--- config.mk ---
export PLATFORM = sky130hd
export DESIGN_NAME = lm_sm_sequencer
export DESIGN_NICKNAME = d
export VERILOG_FILES = /design/src/rtl/lm_sm_sequencer_pkg.sv /design/src/rtl/lm_sm_sequencer_lsb_priority_enc.sv /design/src/rtl/lm_sm_sequencer.sv
export SDC_FILE = /design/constraint.sdc
export NUM_CORES = 1
export LEC_CHECK = 0
export BUFFER_PORTS_ARGS = -buffer_cell sky130_fd_sc_hd__buf_2
export CAP_MARGIN = 15
export CORE_UTILIZATION = 52
export CTS_BUF_LIST = sky130_fd_sc_hd__clkbuf_8
export DETAILED_ROUTE_END_ITERATION = 12
export GPL_ROUTABILITY_DRIVEN = 0
export PLACE_DENSITY_LB_ADDON = 0.05
export SKIP_LAST_GASP = 1
export SLEW_MARGIN = 20
export SYNTH_ARGS = -nofsm -noshare
export SYNTH_HDL_FRONTEND = slang
export SYNTH_SLANG_ARGS = --single-unit
--- constraint.sdc ---
create_clock -name clk -period 2.25 [get_ports clk]
set_input_delay 0.1125 -clock clk [delete_from_list [all_inputs] [get_ports clk]]
set_output_delay 0.1125 -clock clk [all_outputs]
set_load 0.05 [all_outputs]
--- src/rtl/lm_sm_sequencer_pkg.sv ---
// Shared constants and state type for the LM/SM load/store-multiple sequencer.
`default_nettype none

package lm_sm_sequencer_pkg;

  localparam int          ISA_ADDR_W = 16;
  localparam int          ISA_LIST_W = 8;
  localparam logic [3:0]  ISA_OP_LM  = 4'b0110;
  localparam logic [3:0]  ISA_OP_SM  = 4'b0111;

  typedef enum logic [0:0] {
    ST_IDLE = 1'b0,
    ST_RUN  = 1'b1
  } seq_state_t;

endpackage

`default_nettype wire

--- src/rtl/lm_sm_sequencer_lsb_priority_enc.sv ---
// Lowest-set-bit priority encoder with an "exactly one bit set" flag.
`default_nettype none

module lsb_priority_enc #(
  parameter int W     = 8,
  parameter int IDX_W = $clog2(W)
) (
  input  logic [W-1:0]     vec,
  output logic [IDX_W-1:0] idx,
  output logic             one_hot
);

  // Scan from the top down so the lowest set bit is the last to win.
  always_comb begin
    idx = '0;
    for (int i = W - 1; i >= 0; i--) begin
      if (vec[i]) idx = IDX_W'(i);
    end
  end

  assign one_hot = (vec != '0) && ((vec & (vec - W'(1))) == '0);

endmodule

`default_nettype wire

--- src/rtl/lm_sm_sequencer.sv ---
// Expands an LM/SM instruction into one memory transfer per set register-list bit.
`default_nettype none

module lm_sm_sequencer
  import lm_sm_sequencer_pkg::*;
#(
  parameter int         ADDR_W = ISA_ADDR_W,
  parameter int         LIST_W = ISA_LIST_W,
  parameter logic [3:0] OP_LM  = ISA_OP_LM,
  parameter logic [3:0] OP_SM  = ISA_OP_SM
) (
  input  logic                      clk,
  input  logic                      reset,
  input  logic [15:0]               ir_in,
  input  logic                      valid_in,
  input  logic [ADDR_W-1:0]         base_addr,
  input  logic                      hold_in,
  output logic                      xfer_valid,
  output logic [$clog2(LIST_W)-1:0] xfer_reg,
  output logic [ADDR_W-1:0]         xfer_addr,
  output logic                      mem_write,
  output logic                      rf_write,
  output logic                      seq_done,
  output logic                      stall_out,
  output logic                      busy
);

  localparam int IDX_W = $clog2(LIST_W);

  seq_state_t          state;
  logic [LIST_W-1:0]   list_q;
  logic [ADDR_W-1:0]   addr_q;
  logic                is_sm_q;

  logic [3:0]          opcode;
  logic [IDX_W-1:0]    idx;
  logic                last;
  logic                accept;
  logic                run;
  logic                issue;
  logic                unused_ir;

  // RA field is consumed upstream as base_addr; only opcode and list matter here.
  assign unused_ir = ^ir_in[11:LIST_W];
  assign opcode    = ir_in[15:12];

  lsb_priority_enc #(
    .W     (LIST_W),
    .IDX_W (IDX_W)
  ) u_enc (
    .vec     (list_q),
    .idx     (idx),
    .one_hot (last)
  );

  assign accept = !reset && (state == ST_IDLE) && valid_in &&
                  ((opcode == OP_LM) || (opcode == OP_SM)) &&
                  (ir_in[LIST_W-1:0] != '0);
  assign run    = !reset && (state == ST_RUN);
  assign issue  = run && !hold_in;

  always_ff @(posedge clk) begin
    if (reset) begin
      state   <= ST_IDLE;
      list_q  <= '0;
      addr_q  <= '0;
      is_sm_q <= 1'b0;
    end else begin
      case (state)
        ST_IDLE: begin
          if (accept) begin
            list_q  <= ir_in[LIST_W-1:0];
            addr_q  <= base_addr;
            is_sm_q <= (opcode == OP_SM);
            state   <= ST_RUN;
          end
        end
        ST_RUN: begin
          if (!hold_in) begin
            // x & (x-1) drops exactly the lowest set bit, i.e. the one just issued.
            list_q <= list_q & (list_q - LIST_W'(1));
            addr_q <= addr_q + ADDR_W'(1);
            if (last) state <= ST_IDLE;
          end
        end
        default: state <= ST_IDLE;
      endcase
    end
  end

  assign xfer_valid = issue;
  assign xfer_reg   = issue ? idx : '0;
  assign xfer_addr  = issue ? addr_q : '0;
  assign mem_write  = issue && is_sm_q;
  assign rf_write   = issue && !is_sm_q;
  assign seq_done   = issue && last;
  assign stall_out  = accept || (run && !(last && !hold_in));
  assign busy       = run;

endmodule

`default_nettype wire

==> results of run 1 <==
[synthesized netlist by cell type, drive strengths merged (2+ instances only)]
cell,n
a211oi,4
a21o,2
a21oi,20
a221oi,3
a22oi,2
a31oi,3
a32o,5
and3,15
buf,5
clkbuf,15
dfxtp,26
inv,10
mux2i,5
nand2,24
nand2b,3
nand3,9
nand3b,2
nand4,3
nor2,23
nor2b,2
nor3,13
nor4,8
o21ai,17
o21bai,3
o32ai,2
or4,3
xor2,3
[flip-flops by register name (all words and copies together), names as in the netlist]
signal   flops
addr_q      16
list_q       8
is_sm_q      1
state        1
[worst max-delay path, delay by kind of cell, from the launching register on]
family	cells	cell delay, ns
AOI/OAI and AO/OA	2	0.24
buffers and inverters	1	0.19
DFF	1	0.35
and+or+nand+nor	3	1.08
[logic make-up (layout without fill, tap and decap cells)]
kind of cell    count (synthesis)  after routing  synth area share
mux                             5              5            0.0282
fa+ha+maj                       2              2            0.0127
simple gates                  110            110             0.323
flops                          26             26             0.293
xor+xnor                        4              4            0.0197
compound gates                 68             68             0.257
buf+inv                        30             81            0.0663
[worst paths after layout]
kind	start	endpoint	slack, ns	cells after the start
setup / recovery	list_q[3]	stall_out	0.004	6
hold / removal	ir_in[0]	list_q[0]	0.06	3
setup reg to reg	list_q[3]	state	0.34	6
hold reg to reg	is_sm_q	is_sm_q	0.49	2
[cell type report]
type,instances,area (sq um)
fillers,291,945
inverters,10,37.5
clock buffers,3,41.3
well taps,44,55.1
multi-input cells,189,1170
repair buffers,68,379
flip-flops and latches,26,524
[through the flow]
step | area (sq um) | cells
finish | 2210 | 340
global route | 2210 | 340
CTS | 2180 | 338
detailed placement | 2120 | 335
global placement | 2120 | 335
floorplan | 1790 | 245
[per-layer routing]
metal / share of wire / wire (um) / GRT usage / vias to the layer above
li1: - / - / - / 1005
met1: 0.47 / 2320 / 0.421 / 928
met2: 0.46 / 2270 / 0.436 / 82
met3: 0.064 / 316 / 0.0320 / 5
met4: 0.010 / 50 / 0.107 / 0
met5: 0 / 0 / 0 / -
[power by group through the flow]
stage | logic [mW] | registers, mW | clock network, mW
CTS | 0.153 | 0.489 | 0.270
detailed placement | 0.148 | 0.500 | 0
floorplan | 0.0936 | 0.494 | 0
global route | 0.173 | 0.491 | 0.293
finish | 0.158 | 0.488 | 0.270
global placement | 0.146 | 0.499 | 0
[repair_timing]
item,CTS,global route
buffers inserted,0,2
pin swaps,1,1
gates cloned,0,0
resized for setup,5,4
hold buffers,0,0
endpoints found under the setup margin,2,8
==> out/metrics.csv, run 1 <==
stage,metric,value,unit
floorplanning,core,3150,sq um
logic_synthesis,synthFlopType,dfxtp_1,
finish,drive_gt1_frac,0.280,
logic_synthesis,seq_area_frac_synth,0.293,
clocking,clockRootBuffer,clkbuf_8,
critical_path,criticalPathCategory,reg -> out,
finish,area_growth,24.5,%
finish,antenna_cells,0,
critical_path,crit_required,2.14,ns
timing,tightestPinTransition,0.750,ns
logic_synthesis,syn-mean-instance-area,7.24,sq um
global_routing,grt_use_total,0.288,
timing,period_needed,2.25,ns
critical_path,startpoint_type,flip-flop,
timing,fin_hold_ws,0.0621,ns
place,place_ws,0.194,ns
floorplanning,start_util,0.563,
timing,finalSetupViolCount,0,
logic_synthesis,synth_area_leaders,"dfxtp_1 29%, a21oi_1 5.6%, and3_1 5.3%",
route,drt_iter0_markers,105,
clocking,cts_tree,done,
global_routing,grt_start_max_net_pins,26,
timing,final_hold_viol_count,0,
timing,rsz0062_at_grt,yes,
critical_path,critPathMaxStageDelay,0.53,ns
global_routing,overflow,0,
logic_synthesis,yosys_warnings,0,
finish,fin_nets,335,
timing,fmax,445,MHz
power_and_ir_drop,pwr-share-comb,0.172,
timing,finalCritPeriodShare,0.998,
floorplanning,dieArea,3650,sq um
critical_path,cp.arrival,2.13,ns
clocking,insertion_delay,0.27,ns
power_and_ir_drop,p_leak,0.976,nW
clocking,cts_buffers,3,
floorplanning,io_pins,61,
power_and_ir_drop,p_total,0.916,mW
clocking,cts-htree-levels,1,
clocking,cts_sinks,26,
critical_path,crit_slowest_cell,or4_4,
power_and_ir_drop,p_int,0.660,mW
logic_synthesis,yosys.area.top_type,dfxtp_1,
timing,setup_tns,0,ns
route,viasPerCell,5.94,
timing,slew_violations,0,
route,drc,0,
global_routing,grt_pass1_wl,7930,um
place,hpwlAfterDp,3460,um
logic_synthesis,synth_edf_count,0,
critical_path,worst_setup_path_end_kind,output port,
floorplanning,die_x,60.4,um
critical_path,cp_cell_sequence,or4_4 > or4_4 > o311a_4 > nor3_4 > o21bai_1 > buf_4,
logic_synthesis,syn-cell-area,1770,sq um
logic_synthesis,syn_inst,245,
floorplanning,die_h,60.4,um
finish,final_cell_mix,"54 x buf_2, 25 x dfxtp_1, 24 x nand2_1",
global_routing,antenna_found_initial,0,
route,drt-wirelength-per-cell,14.6,um
route,routed-via-count,2020,
finish,layout_commonest_cell,buf_2,
job,max-cap-violations,0,
timing,maxSlewHeadroom,0.498,
timing,layout_setup_ws,0.00412,ns
critical_path,critPathMaxFanout,2,
route,routed_wl,4960,um
critical_path,crit_top_cell,or4_4,
clocking,cts_max_path_buffers,2,
route,drt_pass1_iterations,4,
global_routing,grt_pass1_vias,1670,
route,drtAntennaViolNets,0,
logic_synthesis,synthArstFlopShare,0,
power_and_ir_drop,ir_drop,0.000251,V
power_and_ir_drop,swShare,0.279,
logic_synthesis,synth_cell_types,48,
finish,fin_util,0.700,
run_status,outcome,"finished, final reports clean",
place,portBuffers,56,
timing,skew,0.00869,ns
power_and_ir_drop,power_density,415,nW/um^2
logic_synthesis,syn_nets,282,
logic_synthesis,synth_top_area_share,0.293,
clocking,path_clk_slew,0.08,ns
floorplanning,row_count,20,
power_and_ir_drop,pwr-share-clk,0.295,
power_and_ir_drop,power_switching,0.256,mW
power_and_ir_drop,seqPwrFrac,0.533,
min_path,hold_path.class,in -> reg,
logic_synthesis,synth-seq-cells,26,
Note: power is estimated with default switching activity, not from simulation.
==> inputs of run 2 (changes only) <==
- SYNTH_HIERARCHICAL: unset -> 1
- clock period: 2.25 -> 2.1 ns (I/O delays scaled with it)
==> out/metrics.csv, run 2 <==
stage,metric,value,unit
logic_synthesis,synthFlopType,dfxtp_1,
finish,fin_nets,340,
place,hpwlAfterDp,3440,um
timing,fmax,476,MHz
critical_path,crit_required,2.00,ns
floorplanning,row_count,21,
floorplanning,die_x,61.1,um
timing,slew_violations,0,
global_routing,grt_pass1_wl,7740,um
critical_path,cp.arrival,2.00,ns
logic_synthesis,synth_top_area_share,0.286,
logic_synthesis,synthArstFlopShare,0,
clocking,cts_buffers,3,
place,portBuffers,56,
finish,largest_register,addr_q,
finish,antenna_cells,0,
timing,period_needed,2.10,ns
job,max-cap-violations,0,
power_and_ir_drop,p_leak,1.02,nW
route,routed-via-count,2021,
global_routing,grt_pass1_vias,1740,
floorplanning,die_h,61.1,um
global_routing,grt_start_max_net_pins,32,
finish,drive_gt1_frac,0.306,
logic_synthesis,syn_inst,243,
min_path,hold_path.class,in -> reg,
timing,fin_hold_ws,0.0470,ns
logic_synthesis,syn_nets,280,
clocking,clockRootBuffer,clkbuf_8,
route,routed_wl,5030,um
logic_synthesis,yosysMostFrequentCell,nand2_1,
global_routing,antenna_found_initial,0,
clocking,path_clk_slew,0.10,ns
critical_path,critPathMaxFanout,3,
run_status,violations,setup timing,
finish,fill_cells,318,
timing,layout_setup_ws,-0.00140,ns
logic_synthesis,syn-cell-area,1820,sq um
route,drt-wirelength-per-cell,14.5,um
route,drt_iter0_markers,91,
floorplanning,dieArea,3740,sq um
logic_synthesis,synth-seq-cells,26,
clocking,cts-htree-levels,1,
timing,tightestPinTransition,0.499,ns
clocking,cts_max_path_buffers,2,
logic_synthesis,seq_area_frac_synth,0.286,
floorplanning,start_util,0.545,
critical_path,startpoint_type,flip-flop,
global_routing,overflow,0,
finish,final_cell_mix,"54 x buf_2, 36 x nand2_1, 26 x a21oi_1",
finish,area_growth,24.8,%
route,drt_pass1_iterations,4,
logic_synthesis,synth_edf_count,0,
timing,skew,0.00296,ns
clocking,cts_sinks,26,
timing,maxSlewHeadroom,0.668,
power_and_ir_drop,power_density,436,nW/um^2
clocking,cts_tree,done,
timing,finalSetupViolCount,1,
logic_synthesis,yosys_warnings,6,
finish,layout_commonest_cell,buf_2,
logic_synthesis,ys_top_cells_by_count,"36 x nand2_1, 26 x a21oi_1, 26 x dfxtp_1, 19 x and3_1, 15 x nor3_1",
route,viasPerCell,5.82,
floorplanning,core,3340,sq um
global_routing,grt_use_total,0.280,
finish,largestRegisters,"addr_q x16, list_q x8",
finish,largest_reg_flops,16,
finish,fin_util,0.680,
critical_path,worst_setup_path_end_kind,output port,
logic_synthesis,yosys.area.top_type,dfxtp_1,
clocking,postCtsHoldBufs,0,
clocking,insertion_delay,0.27,ns
place,placed_area,2170,sq um
floorplanning,io_pins,61,
run_status,outcome,"finished, violations left",
logic_synthesis,synth_cell_types,55,
timing,rsz0062_at_grt,yes,
route,drtAntennaViolNets,0,
timing,final_hold_viol_count,0,
timing,finalCritPeriodShare,1.00,
finish,final_cell_area,2270,sq um
power_and_ir_drop,p_total,0.990,mW
logic_synthesis,synth_area_leaders,"dfxtp_1 29%, nand2_1 7.4%, a21oi_1 7.2%",
timing,setup_tns,-0.00140,ns
critical_path,criticalPathCategory,reg -> out,
logic_synthesis,syn-mean-instance-area,7.48,sq um
route,drc,0,
power_and_ir_drop,ir_drop,0.000253,V
-- run 2: cell count changes in the layout (fill, tap and decap cells not counted), sizes merged, moves of 3 or more --
| cell | change |
|---|---|
| buf | +4 |
| o21ai | -3 |
| mux2i | -4 |
| nor4 | -3 |
| nand2 | +12 |
| o32ai | +5 |
| nor2 | -11 |
| a21oi | +6 |
| a32o | -4 |
| and3 | +5 |
| o31a | +4 |
-- run 2: through the flow --
step	setup slack, ns	instances
5_1_grt	-0.0870	347
3_3_place_gp	0.0435	341
6_report	-0.00140	347
3_5_place_dp	0.0234	341
4_1_cts	-0.00501	347
2_1_floorplan	0.0284	243
-- run 2: final cells by class --
| cell class | instances | area, sq um | share of cell area |
|---|---|---|---|
| clock buffer | 3 | 41.3 | 0.0182 |
| tap | 46 | 57.6 | 0.0254 |
| sequential | 26 | 523 | 0.230 |
| timing repair buffer | 72 | 413 | 0.182 |
| inverter | 8 | 30.0 | 0.0132 |
| multi-input combinational | 192 | 1200 | 0.531 |
-- run 2: worst paths after layout --
path                  start  cells past startpoint        end  slack, ns
setup / recovery  list_q[2]                      7  stall_out     -0.001
setup reg to reg  list_q[2]                      7      state       0.36
hold / removal     ir_in[5]                      3  list_q[5]       0.05
hold reg to reg     is_sm_q                      2    is_sm_q       0.48
-- run 2: kinds of logic (layout without fill, tap and decap cells) --
logic type      Yosys count  after routing  share of synthesized area
simple gates            113            113                      0.334
xor+xnor                  3              3                     0.0145
mux                       1              1                    0.00551
buf+inv                  25             83                     0.0702
compound gates           73             73                      0.277
flops                    26             26                      0.286
fa+ha+maj                 2              2                     0.0124
-- run 2: timing repair --
| item | CTS | global route |
|---|---|---|
| endpoints found under the setup margin | 2 | 2 |
| setup buffers | 3 | 0 |
| pin swaps | 4 | 0 |
| gates resized for setup | 10 | 1 |
-- run 2: metal layers --
| layer | global-route usage | part of all wire |
|---|---|---|
| met3 | 0.0273 | 0.039 |
| met4 | 0.120 | 0.016 |
| met5 | 0 | 0 |
| met2 | 0.469 | 0.47 |
| met1 | 0.366 | 0.48 |
-- run 2: worst max-delay path, cell delays in order (launching register included) --
cell	delay (ns)
dfxtp_2	0.34
or4_4	0.55
a2111oi_4	0.19
o22a_2	0.20
inv_2	0.05
o21ai_2	0.14
nand2_1	0.08
buf_6	0.17
-- run 2: power by group --
part           internal, mW  total [mW]  switching (mW)
sequential            0.506       0.522          0.0159
clock                 0.129       0.297           0.168
combinational        0.0737       0.171          0.0973
==> inputs of run 3 (changes only) <==
- CORE_UTILIZATION: 52 -> 30
==> out/metrics.csv, run 3 (same netlist as run 2, synthesis figures left out) <==
stage,metric,value,unit
place,hpwlAfterDp,4050,um
timing,slew_violations,0,
global_routing,antenna_found_initial,0,
critical_path,criticalPathCategory,reg -> out,
timing,maxSlewHeadroom,0.716,
finish,largestRegisters,"addr_q x16, list_q x8",
timing,layout_setup_ws,-0.00985,ns
floorplanning,start_util,0.320,
floorplanning,die_x,79.8,um
route,drt-wirelength-per-cell,14.7,um
timing,skew,0.00654,ns
floorplanning,row_count,27,
critical_path,crit_required,2.00,ns
route,routed-via-count,1976,
critical_path,r2r_slack,0.32,ns
job,max-cap-violations,0,
place,portBuffers,56,
critical_path,crit_slowest_cell,or4_4,
floorplanning,io_pins,61,
critical_path,critPathBufInv,2,
finish,fin_nets,344,
clocking,cts-htree-levels,1,
critical_path,worst_setup_path_end_kind,output port,
route,drt_pass1_iterations,5,
route,drt_iter0_markers,63,
route,drtAntennaViolNets,0,
route,drc,0,
critical_path,cp.arrival,2.00,ns
timing,fin_hold_ws,0.0358,ns
clocking,insertion_delay,0.28,ns
min_path,hold_path.class,in -> reg,
global_routing,overflow,0,
clocking,clockRootBuffer,clkbuf_8,
finish,seq_area,523,sq um
clocking,cts_buffers,3,
finish,antenna_cells,0,
clocking,path_clk_slew,0.09,ns
critical_path,critPathMaxStageDelay,0.55,ns
power_and_ir_drop,ir_drop,0.000202,V
timing,rsz0062_at_grt,yes,
finish,final_cell_mix,"54 x buf_2, 36 x nand2_1, 26 x a21oi_1",
timing,finalSetupViolCount,1,
timing,finalCritPeriodShare,1.00,
timing,period_needed,2.11,ns
critical_path,critPathMaxFanout,4,
clocking,cts_max_path_buffers,2,
power_and_ir_drop,p_total,1.05,mW
global_routing,grt_pass1_vias,1839,
global_routing,grt_pass1_wl,9140,um
run_status,violations,setup timing,
finish,largest_register,addr_q,
power_and_ir_drop,p_leak,1.04,nW
finish,fill_cells,622,
finish,area_growth,28.8,%
timing,fmax,474,MHz
place,post-place-cells,372,
route,routed_wl,5560,um
timing,final_hold_viol_count,0,
route,viasPerCell,5.23,
finish,drive_gt1_frac,0.317,
clocking,postCtsHoldBufs,0,
clocking,cts_sinks,26,
run_status,outcome,"finished, violations left",
finish,multi_input_area,1200,sq um
floorplanning,die_h,79.8,um
global_routing,grt_use_total,0.184,
critical_path,cp_top_family,simple AND/OR/NAND/NOR gates,
clocking,cts_tree,done,
global_routing,grt_start_max_net_pins,30,
timing,tightestPinTransition,0.426,ns
finish,final_cells,378,
finish,largest_reg_flops,16,
floorplanning,core,5680,sq um
finish,layout_commonest_cell,buf_2,
floorplanning,dieArea,6380,sq um
critical_path,cp_cell_sequence,or4_4 > a2111oi_4 > o22a_2 > inv_2 > o21ai_2 > nand2_1 > buf_6,
power_and_ir_drop,power_density,446,nW/um^2
critical_path,startpoint_type,flip-flop,
run 3: changes by cell type in the layout (fill, tap and decap cells not counted):
cell	previous run	this run
buf_4	16	20
nand2b_1	3	2
o41ai_2	1	0
nand2b_2	0	1
clkbuf_8	3	4
o41ai_1	0	1
run 3: per-layer routing:
layer  routed length [um]  GRT usage  vias to the layer above
met1                 2860      0.257                      908
met2                 2490      0.302                       36
met5                    0          0                        -
li1                     -          -                     1028
met4                   36     0.0429                        0
met3                  178     0.0171                        4
run 3: worst reg2reg max path, cell delays in order (launching register included):
cell	delay (ns)
dfxtp_1	0.45
ha_1	0.29
nand4_1	0.19
nor3_1	0.38
a32oi_1	0.17
o32ai_1	0.22
run 3: through the flow:
stage | util | setup TNS [ns] | setup WS (ns) | area [sq um]
final | 0.412 | -0.00985 | -0.00985 | 2340
after global routing | 0.412 | -0.168 | -0.115 | 2340
after CTS | 0.412 | -0.0217 | -0.0217 | 2340
after detailed placement | 0.395 | 0 | 0.00532 | 2240
after global placement | 0.395 | -0.000320 | -0.000320 | 2240
after floorplan | - | 0 | 0.0284 | 1840
run 3: path summary, 6_finish.rpt:
check | start | endpoint | cells past startpoint
worst max-delay path | list_q[2] | stall_out | 7
worst min-delay path | ir_in[5] | list_q[5] | 3
worst max register to register | addr_q[1] | addr_q[12] | 5
worst min register to register | addr_q[15] | addr_q[15] | 2
run 3: power breakdown:
group          total [mW]  switching (mW)  internal [mW]
clock network       0.346           0.178          0.168
registers           0.522          0.0161          0.506
logic               0.177           0.100         0.0767
total                1.05           0.294          0.751
run 3: area by class of cell:
| class | count | area share |
|---|---|---|
| tap | 72 | 0.0385 |
| multi-input combinational | 192 | 0.513 |
| clock buffer | 4 | 0.0235 |
| sequential | 26 | 0.223 |
| timing repair buffer | 76 | 0.189 |
| inverter | 8 | 0.0128 |
run 3: what timing repair did:
| item | 4_1_cts | 5_1_grt |
|---|---|---|
| gates resized for setup | 10 | 1 |
| pin swaps | 3 | 0 |
| endpoints found under the setup margin | 2 | 3 |
| setup buffers | 2 | 0 |
